### src/rtl/kb_line_buffer_if.sv
// rtl/kb_line_buffer_if.sv - key-event, decoder and line-read signals of the line buffer
interface kb_line_buffer_if #(
   parameter int AW = 4
);
   logic          key_valid;
   logic [8:0]    last_change;
   logic [8:0]    dec_code;
   logic [7:0]    dec_ascii;
   logic          line_ready;
   logic          rd_en;
   logic [7:0]    rd_data;
   logic          rd_valid;
   logic [AW:0]   len;
   logic          overflow;
   logic          key_drop;

   modport slave (
      input  key_valid, last_change, dec_ascii, rd_en,
      output dec_code, line_ready, rd_data, rd_valid, len, overflow, key_drop
   );

   modport master (
      output key_valid, last_change, dec_ascii, rd_en,
      input  dec_code, line_ready, rd_data, rd_valid, len, overflow, key_drop
   );
endinterface

### src/rtl/kb_line_buffer.sv
// rtl/kb_line_buffer.sv - sequences the scancode decoder, edits a character line, hands it to a reader
module kb_line_buffer #(
   parameter int DEPTH = 16,
   parameter int AW    = 4
) (
   input  logic               i_clk,
   input  logic               i_rst,
   kb_line_buffer_if.slave    bus
);
   localparam logic [8:0]  C_ENTER = 9'h05A;
   localparam logic [8:0]  C_BKSP  = 9'h066;
   localparam logic [AW:0] C_FULL  = (AW+1)'(DEPTH);

   typedef enum logic [1:0] {S_IDLE, S_LOOKUP, S_READY} state_t;

   state_t        r_state;
   state_t        w_next;
   logic [8:0]    r_dec_code;
   logic [7:0]    r_rd_data;
   logic          r_rd_valid;
   logic [AW:0]   r_len;
   logic [AW:0]   r_rd_ptr;
   logic          r_overflow;
   logic          r_key_drop;
   logic [7:0]    r_mem [DEPTH];
   logic          w_line_ready;

   logic w_is_enter;
   logic w_is_bksp;
   logic w_printable;
   logic w_has_room;
   logic w_do_write;
   logic w_last_rd;

   assign w_is_enter  = (r_dec_code == C_ENTER);
   assign w_is_bksp   = (r_dec_code == C_BKSP);
   assign w_printable = (bus.dec_ascii != 8'd0);
   assign w_has_room  = (r_len < C_FULL);
   assign w_do_write  = (r_state == S_LOOKUP) && !w_is_enter && !w_is_bksp
                        && w_printable && w_has_room;
   // Full-width compare so a line of exactly DEPTH characters ends on the right read.
   assign w_last_rd   = (r_rd_ptr == (r_len - (AW+1)'(1)));

   always_ff @(posedge i_clk or posedge i_rst) begin
      if (i_rst) begin
         r_state <= S_IDLE;
      end else begin
         r_state <= w_next;
      end
   end

   always_comb begin
      w_next = r_state;
      case (r_state)
         S_IDLE:   if (bus.key_valid) w_next = S_LOOKUP;
         S_LOOKUP: w_next = (w_is_enter && (r_len != '0)) ? S_READY : S_IDLE;
         S_READY:  if (bus.rd_en && w_last_rd) w_next = S_IDLE;
         default:  w_next = S_IDLE;
      endcase
   end

   always_comb begin
      w_line_ready = (r_state == S_READY);
   end

   always_ff @(posedge i_clk or posedge i_rst) begin
      if (i_rst) begin
         r_dec_code <= '0;
         r_rd_data  <= '0;
         r_rd_valid <= 1'b0;
         r_len      <= '0;
         r_rd_ptr   <= '0;
         r_overflow <= 1'b0;
         r_key_drop <= 1'b0;
      end else begin
         r_rd_valid <= 1'b0;
         r_key_drop <= bus.key_valid && (r_state != S_IDLE);
         case (r_state)
            S_IDLE: begin
               if (bus.key_valid) r_dec_code <= bus.last_change;
            end
            S_LOOKUP: begin
               if (w_is_enter) begin
                  if (r_len != '0) r_rd_ptr <= '0;
               end else if (w_is_bksp) begin
                  if (r_len != '0) r_len <= r_len - (AW+1)'(1);
               end else if (w_printable) begin
                  if (w_has_room) r_len <= r_len + (AW+1)'(1);
                  else            r_overflow <= 1'b1;
               end
            end
            S_READY: begin
               if (bus.rd_en) begin
                  r_rd_data  <= r_mem[r_rd_ptr[AW-1:0]];
                  r_rd_valid <= 1'b1;
                  r_rd_ptr   <= r_rd_ptr + (AW+1)'(1);
                  if (w_last_rd) begin
                     r_len      <= '0;
                     r_overflow <= 1'b0;
                  end
               end
            end
            default: ;
         endcase
      end
   end

   always_ff @(posedge i_clk) begin
      if (w_do_write) r_mem[r_len[AW-1:0]] <= bus.dec_ascii;
   end

   assign bus.dec_code   = r_dec_code;
   assign bus.line_ready = w_line_ready;
   assign bus.rd_data    = r_rd_data;
   assign bus.rd_valid   = r_rd_valid;
   assign bus.len        = r_len;
   assign bus.overflow   = r_overflow;
   assign bus.key_drop   = r_key_drop;
endmodule

### src/flat_wrapper.sv
// flat-port wrapper written by rule: the top's interface ports become plain ports
module kb_line_buffer_flat 
#(
   parameter int DEPTH = 16,
   parameter int AW    = 4
)
  (i_clk, i_rst, bus_key_valid, bus_last_change, bus_dec_ascii, bus_rd_en, bus_dec_code, bus_line_ready, bus_rd_data, bus_rd_valid, bus_len, bus_overflow, bus_key_drop);
  kb_line_buffer_if #(.AW(AW)) bus_i ();
  input  logic i_clk;
  input  logic i_rst;
  input wire logic [$bits(bus_i.key_valid)-1:0] bus_key_valid;
  input wire logic [$bits(bus_i.last_change)-1:0] bus_last_change;
  input wire logic [$bits(bus_i.dec_ascii)-1:0] bus_dec_ascii;
  input wire logic [$bits(bus_i.rd_en)-1:0] bus_rd_en;
  output wire logic [$bits(bus_i.dec_code)-1:0] bus_dec_code;
  output wire logic [$bits(bus_i.line_ready)-1:0] bus_line_ready;
  output wire logic [$bits(bus_i.rd_data)-1:0] bus_rd_data;
  output wire logic [$bits(bus_i.rd_valid)-1:0] bus_rd_valid;
  output wire logic [$bits(bus_i.len)-1:0] bus_len;
  output wire logic [$bits(bus_i.overflow)-1:0] bus_overflow;
  output wire logic [$bits(bus_i.key_drop)-1:0] bus_key_drop;
  assign bus_i.key_valid = bus_key_valid;
  assign bus_i.last_change = bus_last_change;
  assign bus_i.dec_ascii = bus_dec_ascii;
  assign bus_i.rd_en = bus_rd_en;
  assign bus_dec_code = bus_i.dec_code;
  assign bus_line_ready = bus_i.line_ready;
  assign bus_rd_data = bus_i.rd_data;
  assign bus_rd_valid = bus_i.rd_valid;
  assign bus_len = bus_i.len;
  assign bus_overflow = bus_i.overflow;
  assign bus_key_drop = bus_i.key_drop;
  kb_line_buffer #(.DEPTH(DEPTH), .AW(AW)) u_core (.i_clk(i_clk), .i_rst(i_rst), .bus(bus_i));
endmodule
### config.mk
export PLATFORM = sky130hd
export DESIGN_NAME = kb_line_buffer_flat
export DESIGN_NICKNAME = d
export VERILOG_FILES = /design/src/rtl/kb_line_buffer_if.sv /design/src/rtl/kb_line_buffer.sv /design/src/flat_wrapper.sv
export SDC_FILE = /design/constraint.sdc
export NUM_CORES = 1
export LEC_CHECK = 0
export CAP_MARGIN = 20
export CORE_MARGIN = 3
export CORE_UTILIZATION = 58
export DETAILED_ROUTE_END_ITERATION = 12
export PLACE_DENSITY = 0.8
export RECOVER_POWER = 25
export SLEW_MARGIN = 20
export SYNTH_ARGS = -nofsm -noshare
export SYNTH_HDL_FRONTEND = slang
export SYNTH_SLANG_ARGS = --single-unit
### constraint.sdc
create_clock -name i_clk -period 2.8 [get_ports i_clk]
set_input_delay 0.84 -clock i_clk [delete_from_list [all_inputs] [get_ports i_clk]]
set_output_delay 0.84 -clock i_clk [all_outputs]
set_load 0.05 [all_outputs]
==> qor.yml, run 1 <==
outcome:
  outcome: "finished with violations"
  violations: "max-capacitance violations, max-slew violations"
power:
  power_frac_seq_pct: 42.6
  intPower_mw: 4.74
  power_mw: 6.81
  cellLeakagePower_nw: 2.83
  p_clk_share_pct: 30.7
  p_per_area_nw_per_um2: 854
  ir_drop_mv: 0.679
  power_frac_comb_pct: 26.6
  switching_share_pct: 30.4
  p_sw_mw: 2.07
finish:
  drive_gt1_share_pct: 20.3
  nets: 463
  fill_cells: 711
  antenna_cells: 0
  layout_common_cells: "edfxtp_1, clkdlybuf4s50_1, nand2_1"
  instances_no_fill: 589
  postLayoutCellArea_um2: 7970
  final_common_cell: "edfxtp_1"
  seqCellArea_um2: 4640
  syn_to_final_growth_pct: 19.3
  multi_input_area_um2: 1920
die:
  die_x_um: 113
  row_count: 38
  die_area_um2: 12800
  design.core.area_um2: 11000
  initial_core_util_pct: 60.6
  die_h_um: 113
  io_pins: 47
timing:
  tightest_slew_ns: 1.72
  rsz0062_at_grt: "true"
  setup_viol: 0
  slew_violations: 33
  final_hold_viol_count: 0
  holdWs_ns: 0.471
  max_slew_margin_pct: -14.5
  post-route-min-period_ns: 2.75
  timing.fmax_ghz: 0.364
  fin_skew_ns: 0.0103
  fin_crit_sh_pct: 98.2
flow_run:
  drv_cap: 1
synthesis:
  ys.flop_type: "edfxtp_1"
  synth_top_cells_by_area: "edfxtp_1, dfrtp_1, mux4_1, mux4_2, nand2_1"
  async_reset_ff_share_pct: 20.0
  synth.distinct_cells: 44
  yosysWarnings: 0
  ys_ff_latch: 160
  synthCells: 358
  avgSynthCellArea_um2: 18.7
  synth_area_um2: 6680
  synth_top_cell_by_area: "edfxtp_1"
  synth_edf_count: 128
  syn_nets: 385
  netlist.area_leader.share_pct: 57.5
  yosysSeqAreaShare_pct: 69.5
clock_tree:
  path_clk_slew_ns: 0.06
  cts-root-buf: "clkbuf_16"
  post_cts_resized: 4
  clock_latency_ns: 0.43
  post_cts_buffers: 0
  clockBufferDepth: 2
  clock_sinks: 160
  cts_tree: "built"
  htreeDepth: 4
  cts_buffers: 17
  cts_hold_buffers: 0
grt:
  antenna_found_initial: 0
  grt.total_usage_pct: 23.2
  grt_pass1_wl_um: 21200
  first_global_vias: 3604
  grt_max_degree: 38
  overflow: 0
place:
  dp_hpwl_um: 9230
  port_buffers: 46
  place_area_um2: 7430
  dp.cells: 557
  place_congestion: 0.837
detailed_routing:
  wl_um: 13700
  dr_wl_met3_um: 1120
  viasPerCell: 6.09
  highest_layer: "met4"
  num_vias: 3586
  wire_per_inst_um: 23.3
  drt-met1-wl_um: 5540
  dr.pass1.iters: 5
  wl_met2_um: 6810
  ant_nets: 0
  drt-initial-drc-count: 337
  drc: 0
worst_setup_path:
  cp_max_fo: 8
  end_kind: "flop"
  rrSetupSlack_ns: 0.25
  worst-endpoint-required_ns: 2.85
  worstSetupStartpointType: "input port"
  critPathKind: "in2reg"
  critPathArrivalTime_ns: 2.80
  reg2regPathDepth: 5
worst_hold_path:
  min_path_type: "reg2reg"
  min_path_cells: 2
metrics by stage:
| stage | util, % | setup slack [ns] | setup TNS [ns] |
|---|---|---|---|
| 2_1_floorplan | - | 0.114 | 0 |
| 3_3_place_gp | 67.4 | -0.446 | -31.53 |
| 3_5_place_dp | 67.4 | -0.537 | -43.00 |
| 4_1_cts | 72.3 | 0.0190 | 0 |
| 5_1_grt | 72.3 | -0.0437 | -0.936 |
| 6_report | 72.3 | 0.0504 | 0 |
cell families (layout without fill, tap and decap cells):
logic type	after synthesis	in the layout	share of synthesized area (%)
mux	50	50	16.7
fa+ha+maj	6	6	1.12
buf+inv	24	115	2.12
flops	160	160	69.5
compound gates	16	16	1.93
xor+xnor	12	12	1.57
simple gates	90	90	6.99
worst max-delay path, stage by stage:
cell and delay (ns):
dlygate4sd3_1 0.53, or4_1 0.12, nor2_1 0.06, nor4b_2 0.40
nand2_1 0.22, nor2_1 0.62
sequential cells by signal (all words and copies together), names as in the netlist:
register,cells
u_core.r_mem,128
u_core.bus.dec_code,9
u_core.bus.rd_data,8
u_core.bus.len,5
u_core.r_rd_ptr,5
u_core.r_state,2
u_core.bus.key_drop,1
u_core.bus.overflow,1
u_core.bus.rd_valid,1
worst paths after layout:
kind	from	to
worst max-delay path	bus_dec_ascii[0]	u_core.r_mem[10][6]$_DFFE_PP_
worst max register to register	u_core.bus.dec_code[3]$_DFFE_PP0P_	u_core.r_mem[10][6]$_DFFE_PP_
worst min-delay path	u_core.bus.rd_data[3]$_DFFE_PP0P_	u_core.bus.rd_data[3]$_DFFE_PP0P_
min in group asynchronous	i_rst	u_core.bus.rd_data[2]$_DFFE_PP0P_
worst min register to register	u_core.bus.rd_data[3]$_DFFE_PP0P_	u_core.bus.rd_data[3]$_DFFE_PP0P_
max in group asynchronous	i_rst	u_core.bus.dec_code[6]$_DFFE_PP0P_
synth_stat cells, types with 3 or more instances:
master,number
buf_2,3
clkbuf_1,6
dfrtp_1,32
edfxtp_1,128
ha_1,6
inv_1,8
mux2_2,10
mux4_1,28
mux4_2,12
nand2_1,39
nand3_1,3
nand4_1,7
nor2_1,18
nor3_1,5
o21ai_0,4
o221ai_1,3
or2_2,3
xnor2_1,7
xor2_1,5
power groups by stage:
stage               Combinational [mW]  Clock (mW)  Sequential [mW]
finish                            1.81        2.09             2.90
global route                      1.92        2.22             2.92
CTS                               1.82        2.12             2.90
detailed placement                1.80           0             2.95
global placement                  1.76           0             2.94
floorplan                        0.930           0             3.24
final cells by class:
| type | instances | area share [%] |
|---|---|---|
| tap | 140 | 2.20 |
| inverter | 8 | 0.377 |
| clock buffer | 21 | 5.53 |
| clock inverter | 11 | 1.15 |
| timing repair buffer | 75 | 8.41 |
| multi-input combinational | 174 | 24.1 |
| sequential | 160 | 58.3 |
routing by layer:
metal  vias to the layer above  global-route usage (%)
met5                         -                       0
met4                         0                    8.65
met3                        23                    8.45
met2                       144                    36.3
met1                      1822                    30.4
li1                       1597                       -
Power figures use the tool's default switching activity.
==> run 2: changes to the inputs <==
==> constraint.sdc (replaced) <==
create_clock -name i_clk -period 2.8 [get_ports i_clk]
set_input_delay 0.28 -clock i_clk [delete_from_list [all_inputs] [get_ports i_clk]]
set_output_delay 0.28 -clock i_clk [all_outputs]
set_load 0.05 [all_outputs]
==> run 2 against run 1 <==
  * The run still ends with max-capacitance violations, max-slew violations left
  * Worst setup slack better by 0.14 ns
  * Critical path type is now reg2reg
  * Die area did not move
  * Flip-flop and latch count unchanged
  * Utilization grew 0.091 points
  * Global-route usage grew 1.3 points
  * Wire length up 6.6%
  * Power grew 3.9%
==> qor.yml, run 2 (same netlist as run 1, synthesis figures left out) <==
clock_tree:
  cts_buffers: 17  # unchanged
  path_clk_slew_ns: 0.06  # about the same
  clock_sinks: 160  # unchanged
  cts_hold_buffers: 0  # unchanged
  cts_tree: "built"
  post_cts_buffers: 0  # unchanged
  clock_latency_ns: 0.43  # about the same
  htreeDepth: 4  # unchanged
  clockBufferDepth: 2  # unchanged
  cts-root-buf: "clkbuf_16"
grt:
  first_global_vias: 3713  # +3.0%
  antenna_found_initial: 2  # +2
  grt_pass1_wl_um: 22600  # +6.6%
  overflow: 0  # unchanged
  grt.total_usage_pct: 24.5  # +1.3 points
  grt_max_degree: 38  # unchanged
worst_setup_path:
  cp_max_fo: 8  # unchanged
  critPathArrivalTime_ns: 2.66  # -0.14 ns
  critPathMaxStageDelay_ns: 0.59  # -0.03 ns
  cp_cell_sequence: "nor4bb_1 > a31oi_2 > nor4b_2 > nand2_1 > buf_4 > nor2_1"
  crit_family: "simple AND/OR/NAND/NOR gates"
  critPathKind: "reg2reg"
  worstSetupStartpointType: "flop"
  worst-endpoint-required_ns: 2.85  # about the same
  end_kind: "flop"
  cp_num_buf_inv: 1  # unchanged
  cp_slowest_cell: "nor2_1"
timing:
  tns_ns: 0  # unchanged
  fin_skew_ns: 0.0203  # +0.00996 ns
  setup_viol: 0  # unchanged
  max_slew_margin_pct: -10.2  # +4.3 points
  fin_crit_sh_pct: 93.1  # -5.1 points
  post-route-min-period_ns: 2.61  # -0.143 ns
  rsz0062_at_grt: "false"
  slew_violations: 33  # unchanged
  final_hold_viol_count: 0  # unchanged
  timing.fmax_ghz: 0.384  # +5.5%
  tightest_slew_ns: 1.65  # -0.0641 ns
die:
  die_h_um: 113  # unchanged
  die_area_um2: 12800  # unchanged
  initial_core_util_pct: 60.6  # unchanged
  die_x_um: 113  # unchanged
  io_pins: 47  # unchanged
  design.core.area_um2: 11000  # unchanged
  row_count: 38  # unchanged
power:
  p_per_area_nw_per_um2: 886  # +3.8%
  power_frac_comb_pct: 24.8  # -1.8 points
  cellLeakagePower_nw: 2.81  # -0.67%
  power_mw: 7.07  # +3.9%
  ir_drop_mv: 0.555  # -18%
  p_clk_share_pct: 33.5  # +2.8 points
  p_sw_mw: 2.10  # +1.4%
  intPower_mw: 4.98  # +5.0%
  power_frac_seq_pct: 41.7  # -0.9 points
  switching_share_pct: 29.6  # -0.72 points
detailed_routing:
  num_vias: 3643  # +1.6%
  wire_per_inst_um: 25.3  # +8.4%
  wl_um: 14600  # +6.6%
  viasPerCell: 6.29  # +3.3%
  ant_nets: 0  # unchanged
  drt-initial-drc-count: 365  # +8.3%
  dr.pass1.iters: 6  # +1
  drc: 0  # unchanged
place:
  dp_hpwl_um: 8940  # -3.1%
  place_congestion: 0.873  # +4.3%
  port_buffers: 46  # unchanged
outcome:
  violations: "max-capacitance violations, max-slew violations"
  outcome: "finished with violations"
flow_run:
  drv_cap: 1  # unchanged
finish:
  syn_to_final_growth_pct: 19.5
  layout_common_cells: "edfxtp_1, clkdlybuf4s50_1, nand2_1"
  fill_cells: 678  # -4.6%
  drive_gt1_share_pct: 17.8  # -2.5 points
  antenna_cells: 0  # unchanged
  largest_reg_flops: 128  # unchanged
  nets: 453  # -2.2%
  final_common_cell: "edfxtp_1"
worst_hold_path:
  min_path_type: "in2reg"
## run 2: cell count changes in the layout (fill, tap and decap cells not counted), sizes merged
cell and delta:
dlygate4sd3 +2, clkinvlp +1, clkinv -6, dlygate4sd2 -1
clkdlybuf4s50 -1, clkbuf +4, buf -10, bufinv +1
## run 2: layout make-up
type / instances / area (µm²) / area share, %
timing repair buffer: 65 / 597 / 7.48
multi-input combinational: 174 / 1920 / 24.0
clock inverter: 7 / 96.3 / 1.21
tap: 140 / 175 / 2.19
inverter: 8 / 30.0 / 0.376
clock buffer: 25 / 519 / 6.51
sequential: 160 / 4640 / 58.2
## run 2: power groups by stage
| stage | clock network, mW | logic [mW] | registers (mW) |
|---|---|---|---|
| after floorplan | 0 | 0.930 | 3.24 |
| after global placement | 0 | 1.70 | 2.97 |
| after detailed placement | 0 | 1.72 | 2.98 |
| after CTS | 2.39 | 1.76 | 2.94 |
| after global routing | 2.50 | 1.86 | 2.97 |
| final | 2.37 | 1.76 | 2.95 |
## run 2: worst paths after layout
path / depth (start not counted) / endpoint / slack [ns] / startpoint
worst max-delay path: 6 / u_core.r_mem[4][4]$_DFFE_PP_ / 0.19 / u_core.bus.dec_code[3]$_DFFE_PP0P_
worst min-delay path: 2 / u_core.bus.key_drop$_DFF_PP0_ / 0.45 / bus_key_valid
worst max register to register: 6 / u_core.r_mem[4][4]$_DFFE_PP_ / 0.19 / u_core.bus.dec_code[3]$_DFFE_PP0P_
worst min register to register: 2 / u_core.bus.rd_data[5]$_DFFE_PP0P_ / 0.48 / u_core.bus.rd_data[5]$_DFFE_PP0P_
max in group asynchronous: 3 / u_core.r_rd_ptr[4]$_DFFE_PP0P_ / 0.95 / i_rst
min in group asynchronous: 3 / u_core.bus.rd_data[5]$_DFFE_PP0P_ / 0.87 / i_rst
## run 2: repair_timing
action | in CTS | in global routing
setup endpoints to repair | 0 | 16
resized for setup | 0 | 2
endpoints found under the hold margin | 0 | 0
## run 2: stage by stage
stage / instance area [µm²] / setup slack (ns) / std cells / hold WS (ns) / utilization [%]
finish: 7980 / 0.193 / 579 / 0.449 / 72.4
global route: 7980 / 0.00712 / 579 / 0.459 / 72.4
CTS: 7980 / 0.0128 / 579 / 0.255 / 72.3
detailed placement: 7360 / -0.0351 / 547 / 0.463 / 66.7
global placement: 7360 / 0.102 / 547 / 0.458 / 66.7
floorplan: 6680 / 0.114 / 358 / 0.379 / -
## run 2: per-layer routing
metal | vias up | track usage (%) | share of wire [%]
met4 | 4 | 8.09 | 1.6
li1 | 1574 | - | -
met5 | - | 0 | 0.18
met1 | 1864 | 32.7 | 39
met2 | 181 | 39.9 | 52
met3 | 20 | 6.58 | 7.3
